**config.mk**
```make
export PLATFORM = sky130hd
export DESIGN_NAME = uart_rx_ctrl
export DESIGN_NICKNAME = d
export VERILOG_FILES = /design/src/rtl/uart_rx_ctrl.sv
export SDC_FILE = /design/constraint.sdc
export NUM_CORES = 1
export LEC_CHECK = 0
export CAP_MARGIN = 5
export CORE_MARGIN = 4
export CORE_UTILIZATION = 51
export DETAILED_ROUTE_END_ITERATION = 8
export GPL_TIMING_DRIVEN = 0
export PLACE_DENSITY = 0.73
export SLEW_MARGIN = 10
export SYNTH_ARGS = -nofsm -noshare
export SYNTH_HDL_FRONTEND = slang
export SYNTH_SLANG_ARGS = --single-unit
```
**constraint.sdc**
```tcl
create_clock -name clk -period 1.8 [get_ports clk]
set_input_delay 0.36 -clock clk [delete_from_list [all_inputs] [get_ports clk]]
set_output_delay 0.36 -clock clk [all_outputs]
set_load 0.02 [all_outputs]
```
**src/rtl/uart_rx_ctrl.sv**
```systemverilog
`default_nettype none
// ============================================================================
//  Module   : uart_rx_ctrl
//  Purpose  : Receive-side sequencer for a UART bit-rate counter. Detects the
//             start bit, runs the rate counter through count_sig, samples rx on
//             each mid-bit bps_clk strobe (LSB first), checks the stop bit and
//             hands each character over through a one-entry valid/ready
//             holding register with framing-error and overrun pulses.
//  Ports    : clk        system clock
//             rstn       asynchronous active-low reset
//             rx         serial line (asynchronous, idles high)
//             bps_clk    one-cycle mid-bit strobe from the rate counter
//             count_sig  runs the rate counter (held at 0 while low)
//             rx_data    received character, right-aligned
//             rx_valid   rx_data holds an unconsumed character
//             rx_ready   consumer accepts rx_data this cycle
//             frame_err  one-cycle pulse: stop bit sampled low
//             overrun    one-cycle pulse: character dropped, holding reg full
//  Revision : 1.0  initial release
// ============================================================================
module uart_rx_ctrl #(
    parameter int DATA_BITS   = 8,  // 5..8
    parameter int SYNC_STAGES = 2   // >= 2
) (
    input  logic                 clk,
    input  logic                 rstn,
    input  logic                 rx,
    input  logic                 bps_clk,
    output logic                 count_sig,
    output logic [DATA_BITS-1:0] rx_data,
    output logic                 rx_valid,
    input  logic                 rx_ready,
    output logic                 frame_err,
    output logic                 overrun
);

    localparam int                 c_cnt_w    = $clog2(DATA_BITS);
    localparam logic [c_cnt_w-1:0] c_last_bit = c_cnt_w'(DATA_BITS - 1);
    localparam logic [c_cnt_w-1:0] c_one      = c_cnt_w'(1);

    localparam logic [1:0] c_idle  = 2'd0;
    localparam logic [1:0] c_start = 2'd1;
    localparam logic [1:0] c_data  = 2'd2;
    localparam logic [1:0] c_stop  = 2'd3;

    logic [SYNC_STAGES-1:0] r_sync;
    logic                   r_rx_prev;
    logic [1:0]             r_state;
    logic [DATA_BITS-1:0]   r_shift;
    logic [c_cnt_w-1:0]     r_bit_cnt;

    logic w_rx_s;
    logic w_fall;
    logic w_stop_hit;
    logic w_deliver;
    logic w_load;

    assign w_rx_s     = r_sync[SYNC_STAGES-1];
    assign w_fall     = r_rx_prev & ~w_rx_s;
    assign w_stop_hit = (r_state == c_stop) & bps_clk;
    assign w_deliver  = w_stop_hit & w_rx_s;
    // A full holding register can still take the new character if the
    // consumer drains it in the same cycle.
    assign w_load     = w_deliver & (~rx_valid | rx_ready);

    // Synchronizer and edge-detect history; both reset to the idle-line level
    // so that reset release never looks like a start edge.
    always_ff @(posedge clk or negedge rstn) begin
        if (!rstn) begin
            r_sync    <= '1;
            r_rx_prev <= 1'b1;
        end else begin
            r_sync    <= {r_sync[SYNC_STAGES-2:0], rx};
            r_rx_prev <= w_rx_s;
        end
    end

    // Frame sequencer. Edges outside IDLE and strobes in IDLE are ignored
    // simply because no other state reacts to them.
    always_ff @(posedge clk or negedge rstn) begin
        if (!rstn) begin
            r_state   <= c_idle;
            count_sig <= 1'b0;
            r_shift   <= '0;
            r_bit_cnt <= '0;
        end else begin
            case (r_state)
                c_idle: begin
                    if (w_fall) begin
                        r_state   <= c_start;
                        count_sig <= 1'b1;
                    end
                end
                c_start: begin
                    if (bps_clk) begin
                        if (!w_rx_s) begin
                            r_state   <= c_data;
                            r_bit_cnt <= '0;
                        end else begin
                            // Line back high at mid start bit: a glitch.
                            r_state   <= c_idle;
                            count_sig <= 1'b0;
                        end
                    end
                end
                c_data: begin
                    if (bps_clk) begin
                        r_shift   <= {w_rx_s, r_shift[DATA_BITS-1:1]};
                        r_bit_cnt <= r_bit_cnt + c_one;
                        if (r_bit_cnt == c_last_bit) begin
                            r_state <= c_stop;
                        end
                    end
                end
                c_stop: begin
                    if (bps_clk) begin
                        r_state   <= c_idle;
                        count_sig <= 1'b0;
                    end
                end
                default: begin
                    r_state   <= c_idle;
                    count_sig <= 1'b0;
                end
            endcase
        end
    end

    // Holding register and status pulses.
    always_ff @(posedge clk or negedge rstn) begin
        if (!rstn) begin
            rx_data   <= '0;
            rx_valid  <= 1'b0;
            frame_err <= 1'b0;
            overrun   <= 1'b0;
        end else begin
            frame_err <= w_stop_hit & ~w_rx_s;
            overrun   <= w_deliver & rx_valid & ~rx_ready;
            if (w_load) begin
                rx_data  <= r_shift;
                rx_valid <= 1'b1;
            end else if (rx_valid && rx_ready) begin
                rx_valid <= 1'b0;
            end
        end
    end

endmodule
`default_nettype wire

```
# Word level (Yosys, flattened, before mapping)
# Index checks and enable logic that the tools add are counted.
classes:
  n_eq_ne: 11
  bitwise_logic: 11
  reduce_logical: 9
  n_mux: 18
  n_addsub: 1
op_table:
  columns: ["operator", "n"]
  rows:
  - ["2-bit != test (second input constant)", 7]
  - ["2-bit 2-to-1 mux", 6]
  - ["5-bit AND reduction", 2]
  - ["3-bit 2-to-1 mux", 3]
  - ["2-bit one-hot mux with 4 select lines", 1]
  - ["1-bit bitwise AND", 7]
  - ["1-bit 2-to-1 mux", 6]
  - ["3-bit one-hot mux with 2 select lines", 1]
  - ["2-bit == test (second input constant)", 2]
  - ["4-bit AND reduction", 1]
  - ["2-bit nonzero test", 2]
  - ["3-bit by 1-bit adder with 3-bit output (second input constant)", 1]
  - ["3-bit == test (second input constant)", 1]
  - ["1-bit NOT", 3]
  - ["1-bit one-hot mux with 3 select lines", 1]
  - ["3-bit nonzero test", 1]
  - ["2-bit by 1-bit == test with 1-bit output (second input constant)", 1]
  - ["2-bit logical NOT", 1]
  - ["2-bit AND reduction", 1]
  - ["1-bit logical AND", 1]
  - ["1-bit OR", 1]
totals:
  wordCells: 60
  reg_bits: 28

# Logic depth before layout (Yosys ltp)
# Gate-level depths: netlist of the first run.
depth:
  word_depth: 5
  mapped_depth: 5
  depth_no_buf: 4

# Worst setup path after synthesis of the first run
# OpenSTA, ideal clock, no wires.
synth_path:
  kind: "reg-to-reg"
  startpoint: "reg r_sync[1]"
  endpoint: "reg rx_data[0]"
  t_required_ns: 1.675
  path_buffers: 1
  setup_time_ns: 0.125
  slack_ns: 0.457
  synth_period_minus_slack_ns: 1.343
  stages_incl_launch_ff: 5
  arrival_time_ns: 1.218
  path_cell_list: "dfstp_2 nand4_2 nor2b_2 buf_6 mux2_4"
synth_via:
  elab_chain_len: 2
synth_lines:
  columns: ["item", "line_no", "source"]
  rows:
  - ["start, declared", "46", "logic [SYNC_STAGES-1:0] r_sync;"]
  - ["start signal, assigned", "73", "r_sync <= {r_sync[SYNC_STAGES-2:0], rx};"]
  - ["1-bit bitwise AND", "61", "assign w_deliver = w_stop_hit & w_rx_s;"]
  - ["1-bit bitwise AND", "64", "assign w_load = w_deliver & (~rx_valid | rx_ready);"]
  - ["end signal, assigned", "140", "rx_data <= r_shift;"]
  - ["end, declared", "30", "output logic [DATA_BITS-1:0] rx_data,"]
# No other way between the ends.
# A chain may end at the register's enable or synchronous reset.

# Worst setup path after layout of the first run
layout_path:
  startpoint: "reg count_sig"
  endpoint: "out count_sig"
layout_rtl:
  columns: ["item", "line_no", "source"]
  rows:
  - ["start, declared", "29", "output logic count_sig,"]
  - ["start signal, assigned", "83", "count_sig <= 1'b0;"]
  - ["start signal, assigned", "91", "count_sig <= 1'b1;"]
  - ["start signal, assigned", "102", "count_sig <= 1'b0;"]
# No word-level cell between the ends.

==> results of run 1 <==
-- cells in the mapped netlist, types with 2 or more instances --
master	instances	area, sq um
ha_1	2	25.0
inv_1	2	7.51
o22ai_1	2	12.5
nand2_1	4	15.0
a21oi_1	4	20.0
buf_6	2	22.5
dfrtp_1	25	626
dfstp_2	3	78.8
nor2_1	6	22.5
mux2_4	8	120
mux2_2	8	90.1
-- sequential cells by signal (all words and copies together), names as in the netlist, 2 cells and up, named ones only --
register   count
rx_data        8
r_sync         2
r_shift        8
r_bit_cnt      3
-- layer usage --
metal	track usage	vias up	share of wire
met5	0	-	0
met4	0.0521	0	0.0053
met3	0.0280	2	0.037
met2	0.201	12	0.47
met1	0.183	305	0.49
li1	-	311	-
-- power by group through the flow --
stage                     Combinational [uW]  Sequential [uW]  Clock [uW]
after floorplan                          405             1060           0
after global placement                   704              993           0
after detailed placement                 730             1010           0
after CTS                                735              994         415
after global routing                     794             1020         436
final                                    722              993         407
-- cell type report --
| type | instances | share of cell area |
|---|---|---|
| Sequential cell | 28 | 0.510 |
| Timing Repair Buffer | 16 | 0.112 |
| Clock inverter | 1 | 0.0218 |
| Buffer | 3 | 0.0218 |
| Inverter | 2 | 0.00544 |
| Multi-Input combinational cell | 45 | 0.287 |
| Clock buffer | 3 | 0.0163 |
| Tap cell | 27 | 0.0245 |
-- stage by stage --
step / total power [uW] / worst slack (ns) / area (sq um) / hold WS (ns)
after floorplan: 1460 / 0.457 / 1140 / 0.0644
after global placement: 1700 / -0.0713 / 1330 / 0.346
after detailed placement: 1740 / -0.0882 / 1330 / 0.348
after CTS: 2140 / 0.0879 / 1390 / 0.368
after global routing: 2250 / 0.0505 / 1380 / 0.0513
final: 2120 / 0.106 / 1380 / 0.0247
-- cell families (layout without fill, tap and decap cells) --
group	count (synthesis)	in the layout	share of synthesized area
adders and majority gates	2	2	0.0220
and+or+nand+nor	16	16	0.0791
DFF	28	28	0.619
AOI/OAI and AO/OA	10	10	0.0538
buffers and inverters	5	25	0.0330
muxes	17	17	0.193
-- worst paths after layout --
path,depth (start not counted),start,slack (ns),to
min reg2reg,0,r_sync[0]$_DFF_PN1_,0.37,r_sync[1]$_DFF_PN1_
max in group asynchronous,1,rstn,1.38,r_bit_cnt[0]$_DFFE_PN0P_
max reg2reg,4,r_sync[1]$_DFF_PN1_,0.35,rx_data[3]$_DFFE_PN0P_
max,1,count_sig$_DFFE_PN0P_,0.11,count_sig
min in group clk,0,r_sync[0]$_DFF_PN1_,0.37,r_sync[1]$_DFF_PN1_
min,1,rstn,0.02,rx_data[7]$_DFFE_PN0P_
==> out/metrics.csv, run 1 <==
metric,value,unit
status,completed,
Worst-path clk slew,0.15,ns
fin nets,106,
most frequent cells in the layout,"dfrtp_1, clkdlybuf4s50_1, mux2_2, mux2_4, nor2_1",
Fin Setup TNS,0,ns
die height,55.3,um
fin util,0.676,
max_slew headroom,0.590,
P_sw,655,uW
die area,3050,sq um
register area share after synthesis,0.619,
leakage power,0.000648,uW
post-CTS resize count,0,
Seq. cell area,704,sq um
DP Cell Count,121,
FP Rows,16,
vias after detailed routing,630,
All-Layer GR Usage,0.132,
Finished Layout Cells,125,
CTS tree,yes,
footprint of the multi-input gates,397,sq um
first-pass iteration count of the detailed router,3,
"slowest stage delay, CP",0.62,ns
critical path capture point type,output pin,
"Top FF cell, synth",dfrtp_1,
Max Transition Viols Final,0,
TritonCTS buffer count,3,
Via density,5.04,
WS Path Type,reg2out,
Post-route DRC,0,
CP max-delay cell,clkdlybuf4s50_1,
part of the power in registers,0.468,
power per cell area,1540,nW/um^2
H-Tree Depth,1,
internal power,1470,uW
Layout area overhead,21.2,%
Layout Skew,0.00503,ns
syn avg cell area,14.6,sq um
post-synth cell types,23,
fmax,590,MHz
cts hold-fix bufs,0,
Synth Instances,78,
Fin. Hold Viols,0,
Peak VDD IR,0.000862,V
initial core utilization,0.558,
CP bufs+invs,1,
post-route ant nets,0,
latest clock arrival within the worst-skew pair,0.32,ns
First DRT Iteration DRCs,3,
Diodes inserted,0,
critical path peak fanout,3,
PortBufs,16,
"Setup violations, final",0,
unrepaired setup endpoints after global routing,false,
Max Cap Viol,0,
Hold WC Path Type,in2async,
fin crit share,0.941,
worst-path cell chain,clkdlybuf4s50_1,
share of layout cells above drive strength 1,0.306,
# IOs,17,
syn_nets,85,
sw frac,0.309,
# clock sinks,28,
gpl congestion,0.750,
ys async rst share,1.00,
die width,55.3,um
"delay-heaviest family, CP",buffers and inverters,
core area,2040,sq um
Comb pwr share,0.340,
Post-Syn Area,1140,sq um
Post-synth EDFFs,0,
first-pass GRT wire length,3.24,mm
largest net degree at the start of global routing,29,
Seq cells post-synth,28,
synth warn,0,
Critical Path RT,1.44,ns
postcts setup bufs,0,
CTS Buffer Depth,2,
Root Buffer,clkbuf_4,
crit path launch type,register,
"commonest non-fill, non-tap cell in the layout",dfrtp_1,
crit path DAT,1.33,ns
Routed WL per cell,15.0,um
Tmin final,1.69,ns
clock share of power,0.192,
Fillers,171,
Worst Max-Slew Pin Slew,0.615,ns
vias in the first global route,693,
routed wire length,1.87,mm
grt total ovfl,0,
initial antenna violation count,0,
Note: power is estimated with default switching activity, not from simulation.
==> inputs of run 2 (changes only) <==
Settings changed: CORE_MARGIN 4 to 2.
==> out/metrics.csv, run 2 (same netlist as run 1, synthesis figures left out) <==
metric,value,unit,change
leakage power,0.000648,uW,unchanged
Worst Max-Slew Pin Slew,0.598,ns,was 0.615 ns
All-Layer GR Usage,0.145,,was 0.132
Fin. Hold Viols,0,,unchanged
worst-path cell chain,clkdlybuf4s50_1,,unchanged
Tmin final,1.68,ns,was 1.69 ns
die width,51.3,um,was 55.3 um
crit path launch type,register,,unchanged
status,completed,,unchanged
Fin Setup TNS,0,ns,unchanged
vias after detailed routing,639,,was 630
power per cell area,1510,nW/um^2,was 1540 nW/um^2
Seq. cell area,704,sq um,unchanged
Via density,5.07,,was 5.04
CTS Buffer Depth,2,,unchanged
core area,2170,sq um,was 2040 sq um
gpl congestion,0.780,,was 0.750
R2R setup slack,0.33,ns,was 0.35 ns
postcts setup bufs,0,,unchanged
Layout area overhead,21.3,%,was 21.2%
critical path peak fanout,3,,unchanged
post-route ant nets,0,,unchanged
CP bufs+invs,1,,unchanged
most frequent cells in the layout,"dfrtp_1, clkdlybuf4s50_1, mux2_2, mux2_4, nor2_1",,unchanged
first-pass iteration count of the detailed router,4,,was 3
CP max-delay cell,clkdlybuf4s50_1,,unchanged
"Setup violations, final",0,,unchanged
DP Cell Count,122,,was 121
FP Rows,17,,was 16
H-Tree Depth,1,,unchanged
Worst-path clk slew,0.15,ns,about the same
# IOs,17,,unchanged
unrepaired setup endpoints after global routing,false,,unchanged
WS Path Type,reg2out,,unchanged
critical path capture point type,output pin,,unchanged
latest clock arrival within the worst-skew pair,0.33,ns,was 0.32 ns
CTS tree,yes,,unchanged
Diodes inserted,0,,unchanged
final HPWL from detailed placement,1.06,mm,
Fillers,176,,was 171
share of layout cells above drive strength 1,0.306,,unchanged
# clock sinks,28,,unchanged
die area,2630,sq um,was 3050 sq um
fin nets,106,,unchanged
cts hold-fix bufs,0,,unchanged
"commonest non-fill, non-tap cell in the layout",dfrtp_1,,unchanged
die height,51.3,um,was 55.3 um
CP Depth,1,,unchanged
Root Buffer,clkbuf_4,,unchanged
grt total ovfl,0,,unchanged
PnR Total Power,2090,uW,was 2120 uW
Finished Layout Cells,126,,was 125
CP Launch Point,count_sig$_DFFE_PN0P_,,unchanged
crit path to,count_sig,,unchanged
"slowest stage delay, CP",0.61,ns,was 0.62 ns
FF-to-FF Start,r_sync[1]$_DFF_PN1_,,unchanged
Routed WL per cell,12.4,um,was 15.0 um
R2R Path End,rx_data[6]$_DFFE_PN0P_,,was rx_data[3]$_DFFE_PN0P_
fmax,596,MHz,was 590 MHz
initial antenna violation count,0,,unchanged
Critical Path RT,1.44,ns,about the same
first-pass GRT wire length,2.77,mm,was 3.24 mm
Peak VDD IR,0.000760,V,was 0.000862 V
Hold WC Path Type,in2async,,unchanged
vias in the first global route,629,,was 693
routed wire length,1.56,mm,was 1.87 mm
Layout Skew,0.00396,ns,was 0.00503 ns
biggest regs,"r_shift (8), rx_data (8), r_bit_cnt (3)",,unchanged
largest net degree at the start of global routing,29,,unchanged
r2r worst-path depth,4,,unchanged
post-CTS resize count,0,,unchanged
PortBufs,16,,unchanged
crit path DAT,1.32,ns,was 1.33 ns
Max Transition Viols Final,0,,unchanged
First DRT Iteration DRCs,9,,was 3
"delay-heaviest family, CP",buffers and inverters,,unchanged
initial core utilization,0.525,,was 0.558
TritonCTS buffer count,3,,unchanged
Max Cap Viol,0,,unchanged
Post-route DRC,0,,unchanged
fin crit share,0.933,,was 0.941
footprint of the multi-input gates,397,sq um,unchanged
max_slew headroom,0.601,,was 0.590
[run 2: cell counts in the layout (fill, tap and decap cells not counted)]
Identical to the previous run, type by type.
[run 2: worst reg2reg max path: stages, from the launching register on]
cell and delay (ns):
dfstp_2 0.63, nand4_2 0.12, nor2b_2 0.15, buf_6 0.16, mux2_4 0.31
[run 2: final cells by class]
class / instances / area share
inverters: 2 / 0.00543
multi-input cells: 45 / 0.287
repair buffers: 16 / 0.112
plain buffers: 3 / 0.0217
flip-flops and latches: 28 / 0.510
clock buffers: 3 / 0.0163
well taps: 28 / 0.0254
clock inverters: 1 / 0.0217
[run 2: metal layers]
| metal | track usage | share of wire | vias up |
|---|---|---|---|
| li1 | - | - | 315 |
| met1 | 0.179 | 0.48 | 310 |
| met2 | 0.234 | 0.47 | 10 |
| met3 | 0.0263 | 0.028 | 4 |
| met4 | 0.0921 | 0.019 | 0 |
| met5 | 0 | 0 | - |
[run 2: worst min path at each step]
stage	end	slack [ns]	depth (start not counted)
after floorplan	asynchronous set/reset pin	0.06	0
after global placement	r_sync[1]$_DFF_PN1_	0.35	0
after detailed placement	r_sync[1]$_DFF_PN1_	0.35	0
after CTS	r_sync[1]$_DFF_PN1_	0.37	0
after global routing	r_bit_cnt[1]$_DFFE_PN0P_	0.05	1
final	r_shift[2]$_DFFE_PN0P_	0.01	1
[run 2: through the flow]
stage / utilization / hold slack (ns) / instance area (sq um) / setup WS, ns
CTS: 0.639 / 0.368 / 1390 / 0.0971
global route: 0.637 / 0.0517 / 1380 / 0.0695
floorplan: - / 0.0644 / 1140 / 0.457
detailed placement: 0.615 / 0.348 / 1330 / -0.0883
global placement: 0.615 / 0.346 / 1330 / -0.0631
finish: 0.637 / 0.0150 / 1380 / 0.121
[run 2: power by group]
part	leakage [uW]	switching [uW]	internal, uW	total (uW)
logic	0.000259	305	403	707
clock network	0.0000279	182	225	407
registers	0.000360	139	838	977
total	0.000648	626	1470	2090
==> inputs of run 3 (changes only) <==
Settings changed: TNS_END_PERCENT from default to 100.
==> results of run 3 <==
Same layout as run 2: the final DEF is identical, and so are final timing and power.
